`src/rtl/exec_controller.sv`:
```
// rtl/exec_controller.sv - step/run/speed/edit execution controller for a small core (optional EXEC_CTRL_STEP_COUNT_EN step counter)
module exec_controller #(
    parameter int RUN_DIV = 4
) (
    input  logic        clk,
    input  logic        rst,
    input  logic        NEXT,
    input  logic        RUN,
    input  logic        SPEEDRUN,
    input  logic        edit,
    input  logic        send,
    input  logic [7:0]  unit,
    input  logic [7:0]  code,
    input  logic        halt,
    output logic        step,
    output logic        rom_we,
    output logic [7:0]  rom_addr,
    output logic [7:0]  rom_data,
    output logic [2:0]  mode,
    output logic        busy
`ifdef EXEC_CTRL_STEP_COUNT_EN
    ,
    output logic [15:0] step_count
`endif
);

    typedef enum logic [2:0] {
        ST_IDLE   = 3'd0,
        ST_RUN    = 3'd1,
        ST_SPEED  = 3'd2,
        ST_EDIT   = 3'd3,
        ST_HALTED = 3'd4
    } state_t;

    localparam logic [7:0] PRESC_LAST = 8'(RUN_DIV - 1);

    state_t     state;
    logic [7:0] prescaler;

    logic next_prev;
    logic run_prev;
    logic speed_prev;
    logic edit_prev;
    logic send_prev;

    logic next_rise;
    logic run_rise;
    logic speed_rise;
    logic edit_rise;
    logic send_rise;
    logic enter_edit;

    assign next_rise  = NEXT & ~next_prev;
    assign run_rise   = RUN & ~run_prev;
    assign speed_rise = SPEEDRUN & ~speed_prev;
    assign edit_rise  = edit & ~edit_prev;
    assign send_rise  = send & ~send_prev;

    // HALTED only leaves on a fresh edit press; every other non-edit state jumps on the level
    assign enter_edit = (state != ST_EDIT) &&
                        (((state != ST_HALTED) && edit) || ((state == ST_HALTED) && edit_rise));

    assign mode = state;

    // Main FSM: edit beats halt, halt beats buttons, SPEEDRUN > RUN > NEXT among buttons
    always_ff @(posedge clk) begin
        if (rst) begin
            state      <= ST_IDLE;
            prescaler  <= 8'd0;
            step       <= 1'b0;
            rom_we     <= 1'b0;
            rom_addr   <= 8'd0;
            rom_data   <= 8'd0;
            busy       <= 1'b0;
            next_prev  <= NEXT;
            run_prev   <= RUN;
            speed_prev <= SPEEDRUN;
            edit_prev  <= edit;
            send_prev  <= send;
        end else begin
            next_prev  <= NEXT;
            run_prev   <= RUN;
            speed_prev <= SPEEDRUN;
            edit_prev  <= edit;
            send_prev  <= send;
            step       <= 1'b0;
            rom_we     <= 1'b0;
            if (state == ST_EDIT) begin
                if (send_rise) begin
                    rom_we   <= 1'b1;
                    rom_addr <= unit;
                    rom_data <= code;
                end
                if (!edit) begin
                    state <= ST_IDLE;
                end
            end else if (enter_edit) begin
                state <= ST_EDIT;
                busy  <= 1'b0;
            end else if ((state != ST_HALTED) && halt) begin
                state <= ST_HALTED;
                busy  <= 1'b0;
            end else begin
                case (state)
                    ST_IDLE: begin
                        if (speed_rise) begin
                            state <= ST_SPEED;
                            busy  <= 1'b1;
                        end else if (run_rise) begin
                            state     <= ST_RUN;
                            prescaler <= 8'd0;
                            busy      <= 1'b1;
                        end else if (next_rise) begin
                            step <= 1'b1;
                        end
                    end
                    ST_RUN: begin
                        if (speed_rise) begin
                            state <= ST_SPEED;
                        end else if (run_rise) begin
                            state <= ST_IDLE;
                            busy  <= 1'b0;
                        end else if (prescaler == PRESC_LAST) begin
                            prescaler <= 8'd0;
                            step      <= 1'b1;
                        end else begin
                            prescaler <= prescaler + 8'd1;
                        end
                    end
                    ST_SPEED: begin
                        if (speed_rise) begin
                            state <= ST_IDLE;
                            busy  <= 1'b0;
                        end else if (run_rise) begin
                            state     <= ST_RUN;
                            prescaler <= 8'd0;
                        end else begin
                            step <= 1'b1;
                        end
                    end
                    default: begin
                    end
                endcase
            end
        end
    end

`ifdef EXEC_CTRL_STEP_COUNT_EN
    // Counts step pulses as they appear on the output; entering EDIT restarts the count
    always_ff @(posedge clk) begin
        if (rst || enter_edit) begin
            step_count <= 16'd0;
        end else if (step) begin
            step_count <= step_count + 16'd1;
        end
    end
`endif

endmodule

```
`config.mk`:
```
export PLATFORM = sky130hd
export DESIGN_NAME = exec_controller
export DESIGN_NICKNAME = d
export VERILOG_FILES = /design/src/rtl/exec_controller.sv
export SDC_FILE = /design/constraint.sdc
export NUM_CORES = 1
export LEC_CHECK = 0
export BUFFER_PORTS_ARGS = -buffer_cell sky130_fd_sc_hd__buf_2
export CORE_UTILIZATION = 45
export DETAILED_ROUTE_END_ITERATION = 12
export PLACE_DENSITY = 0.74
export SLEW_MARGIN = 0
export SYNTH_ARGS = -nofsm -noshare
export SYNTH_HDL_FRONTEND = slang
export SYNTH_SLANG_ARGS = --single-unit
export TNS_END_PERCENT = 1
```
`constraint.sdc`:
```
create_clock -name clk -period 1.85 [get_ports clk]
set_clock_uncertainty 0.15 [all_clocks]
set_input_delay 0.185 -clock clk [delete_from_list [all_inputs] [get_ports clk]]
set_output_delay 0.185 -clock clk [all_outputs]
set_load 0.005 [all_outputs]
```
==> impl_metrics.yaml <==
outcome:
  outcome: "complete, but fails checks"
  violations: "setup timing"
synth:
  synth_cells: 198
  seq_area_frac_synth: 0.441
  yosysWarnings: 0
  ys_seq_elements: 35
  synth_async_sr_flop_share: 0
  synth_edf_count: 0
  synth_nets: 223
  avgSynthCellArea_um2: 8.03
  syn_area_um2: 1590
  synth_ff_type: "dfxtp_1"
  synth_cell_types: 40
die:
  rows: 21
  die_x_um: 61.4
  start_util: 0.473
  core_um2: 3360
  io_pins: 46
  dieArea_um2: 3780
  die_y_um: 61.4
sta:
  worst_slack_ns: -0.0336
  setup_viol: 2
  finalCritPeriodShare: 1.02
  max_freq_mhz: 531
  timing_worst_slew_pin_value_ns: 0.457
  hold_viol: 0
  rsz0062_at_grt: "true"
  period_needed_ns: 1.88
  relSlewSlack: 0.695
  drv_slew: 0
  holdWs_ns: 0.116
setup_path:
  r2r_end: "mode[2]"
  timing.rr.start: "mode[0]"
  worstSetupPathType: "flop to flop"
  reg2reg_slack_ns: -0.03
  end_kind: "flop"
  cp-endpoint: "mode[2]"
  cp_max_fo: 7
  startpoint: "mode[0]"
  ff2ff_path_depth: 6
  cp_slowest_cell: "dfxtp_4"
  cp_cell_sequence: "buf_4 -> or2_2 -> o211a_1 -> a211o_1 -> a31oi_1 -> a211oi_1"
  start_kind: "flop"
  max_stage_delay_ns: 0.40
  cp_data_required_time_ns: 1.91
  crit_arrival_ns: 1.94
final_layout:
  drive_gt1_frac: 0.332
  n_antenna_cell: 0
  fill_cells: 287
  final_nets: 310
  postLayoutCellArea_um2: 2380
  fin_util: 0.708
  areaGrowthSynthToFinish_pct: 49.8
detailed_routing:
  postRouteAntennaNets: 0
  vias: 1752
  drc_errors: 0
  first_pass_iters: 4
  routed_wl_um: 4590
  vias_per_cell: 5.28
  wl_per_cell_um: 13.8
  drt_iter0_drc: 84
placed_design:
  dp_hpwl_um: 2740
  placed_area_um2: 2000
  io_buffers: 45
  dp_worst_setup_slack_ns: 0.000797
  gp_congestion: 0.840
clock_network:
  root_buffer: "clkbuf_4"
  clkSinkCount: 35
  insertion_delay_ns: 0.35
  cts_buffer_depth: 2
  htreeDepth: 2
  clkTransAtPathRegs_ns: 0.13
  cts_buffers: 5
  tritoncts: "done"
global_route:
  antenna_found_initial: 0
  grt_pass1_wl_um: 7250
  grt_max_degree: 25
  grt_pass1_vias: 1608
  grtUsageTotal: 0.263
  grt_overflow: 0
pwr:
  vdd_drop_max_v: 0.000706
  cellLeakagePower_nw: 1.02
  power.density_nw_per_um2: 752
min_path:
  min_path_type: "primary input to flop"
job:
  drv_cap: 0
==> stage by stage <==
| stage | total power [mW] | std cells | TNS, ns |
|---|---|---|---|
| floorplan | 0.980 | 198 | 0 |
| global placement | 1.10 | 300 | 0 |
| detailed placement | 1.11 | 300 | 0 |
| CTS | 1.75 | 329 | 0 |
| global route | 1.88 | 332 | -0.306 |
| finish | 1.79 | 332 | -0.0497 |
==> routing by layer <==
layer | GRT usage | routed length [um] | vias up
met5 | 0 | 0 | -
met3 | 0.0861 | 295 | 6
met1 | 0.330 | 1970 | 812
met2 | 0.435 | 2280 | 54
met4 | 0.0698 | 51 | 0
li1 | - | - | 880
==> report_power, final <==
| group | switching [mW] | total [mW] | internal, mW |
|---|---|---|---|
| Sequential | 0.0222 | 0.801 | 0.779 |
| Clock | 0.287 | 0.613 | 0.326 |
| Combinational | 0.181 | 0.376 | 0.195 |
| Total | 0.491 | 1.79 | 1.30 |
==> how the worst min path moves through the flow <==
stage | from | slack [ns] | end | cells after the start
after detailed placement | NEXT | 0.16 | next_prev | 1
after CTS | halt | 0.09 | mode[2] | 3
after floorplan | edit | 0.06 | edit_prev | 0
after global routing | halt | 0.08 | mode[2] | 3
final | halt | 0.12 | mode[2] | 3
after global placement | NEXT | 0.16 | next_prev | 1
==> cell usage after synthesis, types with 2 or more instances <==
cell / number / area [um^2]
a311oi_1: 2 / 17.5
nand4b_1: 3 / 26.3
nand3_1: 4 / 20.0
nor2_1: 11 / 41.3
a211o_1: 2 / 17.5
or4_1: 3 / 22.5
or2_2: 2 / 12.5
or3_1: 3 / 18.8
nand2_1: 44 / 165
nor4_1: 2 / 12.5
clkbuf_1: 9 / 33.8
dfxtp_1: 35 / 701
a211oi_1: 2 / 15.0
o21ai_0: 10 / 50.1
o31ai_1: 2 / 15.0
a21oi_1: 28 / 140
nor2b_1: 6 / 37.5
nand2b_1: 6 / 37.5
and3_1: 2 / 12.5
o2bb2ai_1: 2 / 17.5
==> placed cells by master, fill, tap and decap left out, types with 2 or more instances in the layout <==
| master | synthesis | routed |
|---|---|---|
| buf_2 | 1 | 45 |
| nand2_1 | 44 | 44 |
| dfxtp_1 | 35 | 30 |
| a21oi_1 | 28 | 27 |
| buf_4 | 0 | 22 |
| dlygate4sd3_1 | 0 | 21 |
| nor2_1 | 11 | 11 |
| o21ai_0 | 10 | 7 |
| nor2b_1 | 6 | 6 |
| clkbuf_4 | 0 | 5 |
| nand3_1 | 4 | 4 |
| dfxtp_2 | 0 | 4 |
| nand4b_1 | 3 | 3 |
| nand2b_1 | 6 | 3 |
| o21ai_1 | 0 | 3 |
| o31ai_1 | 2 | 2 |
| or2_2 | 2 | 2 |
| nand2b_4 | 0 | 2 |
| o2bb2ai_1 | 2 | 2 |
| a21oi_2 | 1 | 2 |
| a211o_1 | 2 | 2 |
| a211oi_1 | 2 | 2 |
| and3_1 | 2 | 2 |
| or3_1 | 3 | 2 |
| a311oi_1 | 2 | 2 |
| or4_1 | 3 | 2 |
| nor4_1 | 2 | 2 |
| buf_6 | 0 | 2 |
==> what timing repair did <==
| item | 4_1_cts | 5_1_grt |
|---|---|---|
| setup buffers | 0 | 3 |
| resized for setup | 2 | 17 |
| endpoints found under the hold margin | 21 | 0 |
| setup endpoints to repair | 3 | 8 |
| hold buffers | 21 | 0 |
| pin swaps | 0 | 8 |
==> critical path, delay by kind of cell, from the launching register on <==
family | cells | cell delay (ns)
buffers and inverters | 1 | 0.17
flip-flops | 1 | 0.40
AND/OR/NAND/NOR | 1 | 0.29
AO/OA/AOI/OAI | 4 | 0.74
==> state kept, by name, indices dropped and copies added (netlist names) <==
register    count
mode            3
speed_prev      1
rom_addr        8
rom_we          1
step            1
busy            1
run_prev        1
send_prev       1
rom_data        8
edit_prev       1
next_prev       1
prescaler       8
==> final cells by class <==
cell class | count | area (um^2) | area share
clock buffers | 6 | 51.3 | 0.0215
repair buffers | 90 | 623 | 0.262
well taps | 46 | 57.6 | 0.0242
flip-flops and latches | 35 | 709 | 0.298
clock inverters | 2 | 38.8 | 0.0163
inverters | 1 | 3.75 | 0.00158
multi-input cells | 152 | 898 | 0.377
==> kinds of logic (layout without fill, tap and decap cells) <==
group                    after synthesis  in the layout  synth area share
buffers and inverters                 11             99            0.0267
AO/OA/AOI/OAI                         57             57             0.223
multiplexers                           1              1           0.00629
AND/OR/NAND/NOR                       93             93             0.296
flip-flops                            35             35             0.441
adder cells (fa/ha/maj)                1              1           0.00787
(Power assumes the default switching activity.)
